`config.mk`:
```
export PLATFORM = sky130hd
export DESIGN_NAME = nios_system_pio_in_irq
export DESIGN_NICKNAME = d
export VERILOG_FILES = /design/src/rtl/nios_system_pio_in_irq.sv
export SDC_FILE = /design/constraint.sdc
export NUM_CORES = 1
export LEC_CHECK = 0
export ABC_AREA = 1
export CAP_MARGIN = 20
export CORE_AREA = 5 5 72 61
export DETAILED_ROUTE_END_ITERATION = 10
export DIE_AREA = 0 0 77 66
export GPL_ROUTABILITY_DRIVEN = 0
export PLACE_DENSITY = 0.77
export SKIP_LAST_GASP = 1
export SYNTH_ARGS = -nofsm -noshare
export SYNTH_HDL_FRONTEND = slang
export SYNTH_SLANG_ARGS = --single-unit
```
`constraint.sdc`:
```
create_clock -name clk -period 0.8 [get_ports clk]
set_clock_uncertainty 0.15 [all_clocks]
set_input_delay 0.16 -clock clk [delete_from_list [all_inputs] [get_ports clk]]
set_output_delay 0.16 -clock clk [all_outputs]
set_load 0.02 [all_outputs]
```
`src/rtl/nios_system_pio_in_irq.sv`:
```
// Edge-capturing input PIO with Avalon-MM slave and level IRQ.
// Define PIO_DEBOUNCE_EN to build a per-channel debounce counter between the synchronizer and "stable".
`timescale 1ns/1ps
module nios_system_pio_in_irq #(
  parameter int WIDTH           = 4,
  parameter int EDGE_TYPE       = 0,
  parameter int DEBOUNCE_CYCLES = 16
) (
  input  logic             clk,
  input  logic             reset_n,
  input  logic [1:0]       address,
  input  logic             chipselect,
  input  logic             write_n,
  input  logic [31:0]      writedata,
  input  logic [WIDTH-1:0] in_port,
  output logic [31:0]      readdata,
  output logic             irq
);

  logic [WIDTH-1:0] sync1;
  logic [WIDTH-1:0] sync2;
  logic [WIDTH-1:0] stable;
  logic [WIDTH-1:0] stable_d;
  logic [WIDTH-1:0] edge_det;
  logic [WIDTH-1:0] edge_capture;
  logic [WIDTH-1:0] irqmask;
  logic [WIDTH-1:0] clr_mask;
  logic             wr_en;

  always_ff @(posedge clk or negedge reset_n) begin
    if (!reset_n) begin
      sync1 <= '0;
      sync2 <= '0;
    end else begin
      sync1 <= in_port;
      sync2 <= sync1;
    end
  end

`ifdef PIO_DEBOUNCE_EN
  localparam logic [15:0] DB_LAST = 16'(DEBOUNCE_CYCLES - 1);
  logic [15:0] db_cnt [WIDTH];

  // A channel only moves once sync2 has disagreed with stable for DEBOUNCE_CYCLES cycles running.
  always_ff @(posedge clk or negedge reset_n) begin
    if (!reset_n) begin
      stable <= '0;
      for (int i = 0; i < WIDTH; i++) db_cnt[i] <= '0;
    end else begin
      for (int i = 0; i < WIDTH; i++) begin
        if (sync2[i] == stable[i]) begin
          db_cnt[i] <= '0;
        end else if (db_cnt[i] == DB_LAST) begin
          stable[i] <= sync2[i];
          db_cnt[i] <= '0;
        end else begin
          db_cnt[i] <= db_cnt[i] + 16'd1;
        end
      end
    end
  end
`else
  assign stable = sync2;
`endif

  always_ff @(posedge clk or negedge reset_n) begin
    if (!reset_n) stable_d <= '0;
    else          stable_d <= stable;
  end

  generate
    if (EDGE_TYPE == 0) begin : g_rise
      assign edge_det = stable & ~stable_d;
    end else if (EDGE_TYPE == 1) begin : g_fall
      assign edge_det = ~stable & stable_d;
    end else begin : g_any
      assign edge_det = stable ^ stable_d;
    end
  endgenerate

  assign wr_en    = chipselect && !write_n;
  assign clr_mask = (wr_en && address == 2'd3) ? writedata[WIDTH-1:0] : '0;

  // A new edge is OR-ed in after the clear so it survives a simultaneous clear.
  always_ff @(posedge clk or negedge reset_n) begin
    if (!reset_n) begin
      edge_capture <= '0;
      irqmask      <= '0;
    end else begin
      edge_capture <= (edge_capture & ~clr_mask) | edge_det;
      if (wr_en && address == 2'd2) irqmask <= writedata[WIDTH-1:0];
    end
  end

  always_ff @(posedge clk or negedge reset_n) begin
    if (!reset_n) begin
      readdata <= '0;
    end else begin
      case (address)
        2'd0:    readdata <= 32'(stable);
        2'd2:    readdata <= 32'(irqmask);
        2'd3:    readdata <= 32'(edge_capture);
        default: readdata <= '0;
      endcase
    end
  end

  assign irq = |(edge_capture & irqmask);

  logic unused_ok;
  assign unused_ok = &{1'b0, writedata, 32'(DEBOUNCE_CYCLES)};

endmodule

```
---- After elaboration in Yosys (flattened, before gate mapping) ----
Cells that the tools add are included.
storage, ports and cells
  register bits ........................... 24
  latch bits .............................. 0
  bits in writable memories ............... 0
  bits in read-only memories .............. 0
  bits of input ports ..................... 42
  output and inout port bits .............. 33
  word-level logic and storage cells ...... 22
  memories ................................ 0
operators by class
  add/sub/neg operators ................... 0
  multiply operators ...................... 0
  div/mod/pow operators ................... 0
  magnitude comparators ................... 0
  equality and inequality tests ........... 2
  shift operators ......................... 0
  multiplexer cells ....................... 2
  bitwise operators ....................... 6
  reduce and logical (&&, ||, !) cells .... 6
operator list
  kind                                  count
  AND 4 bit                             3
  one-hot mux 4 bit (3 select lines)    1
  NOT 4 bit                             2
  == test 2 bit, second input constant  2
  two-way mux 4 bit                     1
  OR 4 bit                              1
  OR reduction 4 bit                    1
  logical AND 1 bit                     3
  zero test 2 bit                       1
  zero test 1 bit                       1

---- Logic depth before layout (Yosys ltp) ----
Gate-level depths: netlist (run 1).
  depth after elaboration ................. 7
  depth in mapped cells ................... 5

---- Worst setup path after synthesis (run 1) ----
OpenSTA, ideal clock, no wires.
  path type ............................... flip-flop to output port
  start ................................... register irqmask[0]
  end ..................................... output port irq
  arrival ................................. 657 ps
  data required time ...................... 490 ps
  path slack .............................. -167 ps
  stages on the path, launching flop included .. 3
  buffers on the path ..................... 0
  cells stage by stage .................... dfrtp_1 > nand2_1 > nand4_1
on the way
  word-level cells in the longest chain between the ends .. 2
ends and longest elaborated chain
  item                      line  RTL
  start: declaration        26    logic [WIDTH-1:0] irqmask;
  start signal: assignment  91    if (wr_en && address == 2'd2) irqmask <= writedata[WIDTH-1:0];
  AND 4 bit                 108   assign irq = |(edge_capture & irqmask);
  OR reduction 4 bit        108
  end: declaration          17    output logic irq
No other way between the ends.

---- Worst setup path after layout (run 1) ----
Ends and elaborated chain as after synthesis.

==> results.txt, run 1 <==
Worst endpoint required time: 0.49 ns
Critical-path maximum fanout: 2
Gr usage total: 7.46%
First-pass GRT wire length: 3030 µm
Hold Path Class: in2reg
GRT overflow: 0
Root Buffer: clkbuf_8
Synth top area share: 55.7%
Initial DRC Count: 32
Chip Width: 77 µm
Initial antenna violation count: 0
Area contributors post-synth: dfrtp_1, buf_4, nand2_1, nand3_1, inv_1
Setup TNS: -3.00 ns
Number of max-cap violations: 0
Tcrit/Tclk final: 164%
Fin worst setup slack: -0.508 ns
Setup WS pre-CTS: -0.663 ns
VDD IR max: 0.804 mV
CTS max path bufs: 2
R2R setup slack: -0.22 ns
Status: complete, but fails checks
Pleak: 0.757 nW
Fmax: 765 MHz
Initial Util: 29.7%
Post-route ant nets: 0
Most frequent cells in the layout: nand2_1, conb_1, dfrtp_1, buf_4
Total number of vias: 745
Fin nets: 194
Post-placement cell area: 1320 µm²
Cell taking the most area after synthesis: dfrtp_1
Design Area, Final: 1450 µm²
WS Path Type: reg2out
Core region area: 3630 µm²
Height of the die: 66 µm
Half-perimeter wire length after placement: 1450 µm
FILL cells: 357
Placed instance count: 188
Netlist cell types: 11
Drt total wl: 2030 µm
Synth Area per Inst: 9.46 µm²
Area grow syn2layout: 34.0%
Syn Std Cell Area: 1080 µm²
PD cells: 1860 nW/µm²
Total power: 2.70 mW
Residual DRC: 0
N_diodes: 0
CTS buffer count: 3
Fin. max-slew vios: 0
Via/cell ratio: 3.84
Pre-Repair DR Iteration Count: 4
Layout cells sized above 1: 30.0%
Critical Path Start Type: flop
Average wire per standard cell: 10.5 µm
H-tree depth: 1
Area of the multi-input gates: 399 µm²
Hold Fails Final Rpt: 0
Post-Synthesis Cells: 114
Port bufs: 18
Synth Register Bits: 24
Clock slew at reported path FFs: 0.08 ns
Final setup vio count: 17
Core Rows: 20
Commonest non-fill, non-tap cell in the layout: nand2_1
Top-Level Pins: 75
Seq/Total Area, Yosys: 55.7%
Vias in the first global route: 658
Yosys warnings: 0
Post-route insts no fill: 194
CTS tree: built
Critical Path End Type: output pin
Clock Latency Late Sink: 0.26 ns
DIE AREA: 5080 µm²
FF/Latch Area: 601 µm²
Min Tclk post-route: 1.31 ns
Clk sinks: 24
RSZ-0062 raised after global routing: yes
Largest net degree at the start of global routing: 25
CP arrival: 1.00 ns
Failing checks: negative setup slack
==> sequential cells by signal, summed over array words and instances, names as in the netlist <==
register      cells
stable            4
readdata          4
sync1             4
edge_capture      4
stable_d          4
irqmask           4
==> logic make-up after synthesis <==
| family | share of synthesized area, % |
|---|---|
| buf+inv | 21.9 |
| flops | 55.7 |
| other cells | 0.348 |
| simple gates | 22.0 |
==> cell usage after synthesis <==
library cell and count:
nand2_1 37, buf_4 28, dfrtp_1 24, nand3_1 12, inv_1 6, nor2_4 2, conb_1 1, inv_2 1
nand2_2 1, nand4_1 1, nor2_1 1
==> where the power goes <==
part / switching (mW) / internal [mW]
Combinational: 0.375 / 0.286
Clock: 0.333 / 0.335
Sequential: 0.0508 / 1.31
Total: 0.759 / 1.94
==> critical path, stage by stage (launching register included) <==
cell and delay, ns:
dfrtp_1 0.38, nand2_1 0.09, nand4_1 0.12, buf_6 0.15
==> metal layers <==
metal | share of wire (%) | vias up | global-route usage (%)
li1 | - | 367 | -
met1 | 37 | 349 | 9.22
met2 | 53 | 29 | 12.4
met3 | 9.9 | 0 | 3.54
met4 | 0 | 0 | 0.644
met5 | 0 | - | 0
==> path summary, 6_finish.rpt <==
check                        startpoint     endpoint  depth (start not counted)
min in group asynchronous       reset_n  readdata[2]                          2
min                        writedata[2]   irqmask[2]                          3
max in group asynchronous       reset_n     sync1[3]                          2
min reg2reg                    sync1[3]    stable[3]                          0
max reg2reg                  irqmask[0]  readdata[0]                          4
max                          irqmask[0]          irq                          3
==> layout make-up <==
class | count | area share, %
clock buffer | 3 | 2.86
inverter | 7 | 2.34
multi-input combinational | 83 | 27.6
sequential | 24 | 41.6
tap | 44 | 3.81
timing repair buffer | 33 | 21.8
==> per-stage QoR <==
stage	utilization, %	hold WS [ns]
final	39.8	0.0657
after global routing	39.8	0.0803
after CTS	38.2	0.0956
after detailed placement	36.4	0.185
after global placement	36.4	0.184
after floorplan	-	-0.286
==> timing repair <==
item / 4_1_cts / 5_1_grt
buffers inserted: 2 / 1
gates resized for setup: 37 / 24
cloned: 1 / 0
hold buffers: 0 / 0
pin swaps: 3 / 8
setup endpoints to repair: 17 / 17
(Power assumes the default switching activity.)
==> run 2, diff against run 1 <==
--- a/config.mk
+++ b/config.mk
@@ -9,7 +9,8 @@
 export CAP_MARGIN = 20
-export CORE_AREA = 5 5 72 61
+export CORE_AREA = 5 5 56 48
 export DETAILED_ROUTE_END_ITERATION = 10
-export DIE_AREA = 0 0 77 66
+export DIE_AREA = 0 0 61 53
+export DONT_BUFFER_PORTS = 1
 export GPL_ROUTABILITY_DRIVEN = 0
-export PLACE_DENSITY = 0.77
+export PLACE_DENSITY = 0.71
 export SKIP_LAST_GASP = 1
==> constraint.sdc (replaced) <==
create_clock -name clk -period 1.55 [get_ports clk]
set_clock_uncertainty 0.15 [all_clocks]
set_input_delay 0.31 -clock clk [delete_from_list [all_inputs] [get_ports clk]]
set_output_delay 0.31 -clock clk [all_outputs]
set_load 0.05 [all_outputs]
==> run 2 against run 1 <==
Compared with the run above: the run now ends clean; utilization increased by 18 points; combinational power fell by 48%; non-clock buffer count is 17 lower; via count down 7.2%; cell count shrank 19%; die area fell by 36%; wire length shrank 4.6%; setup slack better by 0.51 ns; largest cell class unchanged; critical path depth stayed put; design area is 18% lower; critical path type unchanged; first-iteration DRC count is 13% lower; total power down 50%.
==> results.txt, run 2 (synthesis gave the netlist of run 1 again) <==
R2R depth: 3
VDD IR max: 0.805 mV
Drt total wl: 1940 µm
Critical-path maximum fanout: 3
Clock slew at reported path FFs: 0.13 ns
First-pass GRT wire length: 2820 µm
Residual DRC: 0
Worst hold path endpoint: edge_capture[3]
Clock Latency Late Sink: 0.30 ns
Area of the multi-input gates: 343 µm²
DIE AREA: 3230 µm²
Pre-Repair DR Iteration Count: 4
Fin nets: 176
Most frequent cells in the layout: nand2_1, conb_1, dfrtp_1, nand3_1, dlygate4sd3_1
Commonest non-fill, non-tap cell in the layout: nand2_1
Layout cells sized above 1: 10.6%
Number of max-cap violations: 0
Setup TNS: 0 ns
HP Start: writedata[3]
R2R setup slack: 0.62 ns
Final Util: 57.6%
Area grow syn2layout: 10.3%
Critical Path End Type: output pin
GRT overflow: 0
Initial DRC Count: 28
Status: complete, no violations
Root Buffer: clkbuf_4
Hold Path Class: in2reg
Height of the die: 53 µm
Post-route ant nets: 0
Average wire per standard cell: 12.3 µm
CTS tree: built
PD cells: 1130 nW/µm²
Fmax: 647 MHz
R2R Path End: readdata[1]
CTS buffer count: 3
WS Path Type: reg2out
Critical Path Start Type: flop
Tcrit/Tclk final: 99.8%
Initial antenna violation count: 0
Half-perimeter wire length after placement: 1360 µm
Worst endpoint required time: 1.09 ns
FILL cells: 179
Final setup vio count: 0
Via/cell ratio: 4.40
CTS max path bufs: 2
Min Tclk post-route: 1.55 ns
Core Rows: 15
FF/Latch Area: 601 µm²
Top-Level Pins: 75
Port bufs: 0
Chip Width: 61 µm
CP arrival: 1.09 ns
Total number of vias: 691
Clk sinks: 24
Largest net degree at the start of global routing: 25
Hold Fails Final Rpt: 0
N_diodes: 0
Vias in the first global route: 605
Core region area: 2060 µm²
Hold depth: 3
Pleak: 0.630 nW
Gr usage total: 12.0%
Initial Util: 52.2%
FF-to-FF Start: irqmask[1]
H-tree depth: 1
RSZ-0062 raised after global routing: yes
Fin. max-slew vios: 0
==> run 2: changes by cell type in the layout (fill, tap and decap cells not counted), sizes merged <==
cell | before | now
nor2 | 4 | 3
clkdlybuf4s50 | 6 | 0
dlygate4sd3 | 0 | 9
clkbuf | 6 | 3
clkdlybuf4s15 | 1 | 0
buf | 20 | 7
dlymetal6s2s | 3 | 0
==> run 2: through the flow <==
stage | setup slack (ns) | cell area, µm² | cells | power [mW] | hold WS (ns)
after CTS | 0.000988 | 1150 | 155 | 1.35 | 0.0168
final | 0.00349 | 1190 | 157 | 1.35 | 0.0163
after global routing | -0.0471 | 1190 | 157 | 1.42 | 0.00371
after global placement | 0.351 | 1010 | 139 | 1.02 | -0.135
after detailed placement | 0.329 | 1010 | 139 | 1.03 | -0.135
after floorplan | 0.179 | 1180 | 141 | 1.05 | -0.136
==> run 2: cell type report <==
| class | count | area share (%) |
|---|---|---|
| Sequential cell | 24 | 50.5 |
| Multi-Input combinational cell | 82 | 28.8 |
| Timing Repair Buffer | 16 | 14.0 |
| Tap cell | 25 | 2.63 |
| Inverter | 7 | 2.21 |
| Clock buffer | 3 | 1.89 |
==> run 2: worst max-delay path: stages, from the launching register on <==
cell and delay (ns):
dfrtp_1 0.42, nand2_1 0.07, nand4_1 0.11, buf_6 0.17
==> run 2: how the worst max path moves through the flow <==
| stage | startpoint | endpoint | slack [ns] | depth (start not counted) |
|---|---|---|---|---|
| 2_1_floorplan | irqmask[0] | irq | 0.18 | 2 |
| 6_report | irqmask[0] | irq | 0.003 | 3 |
| 3_5_place_dp | irqmask[2] | irq | 0.33 | 3 |
| 5_1_grt | irqmask[3] | irq | -0.05 | 3 |
| 4_1_cts | irqmask[0] | irq | 0.001 | 3 |
| 3_3_place_gp | irqmask[0] | irq | 0.35 | 3 |
==> run 2: repair_timing <==
action	4_1_cts	5_1_grt
setup endpoints to repair	1	1
buffers inserted	4	1
pin swaps	1	0
gates resized for setup	1	0
hold buffers	9	0
endpoints found under the hold margin	32	0
==> run 2: routing by layer <==
layer	wire length, µm	part of all wire [%]	track usage (%)	up-vias
li1	-	-	-	329
met4	0	0	1.08	0
met5	0	0	0	-
met3	259	13	5.37	0
met2	944	49	19.2	39
met1	731	38	15.6	323
==> run 2: power by group <==
part           internal, mW  switching [mW]
sequential            0.678          0.0692
clock                0.0908           0.169
combinational        0.0867           0.254
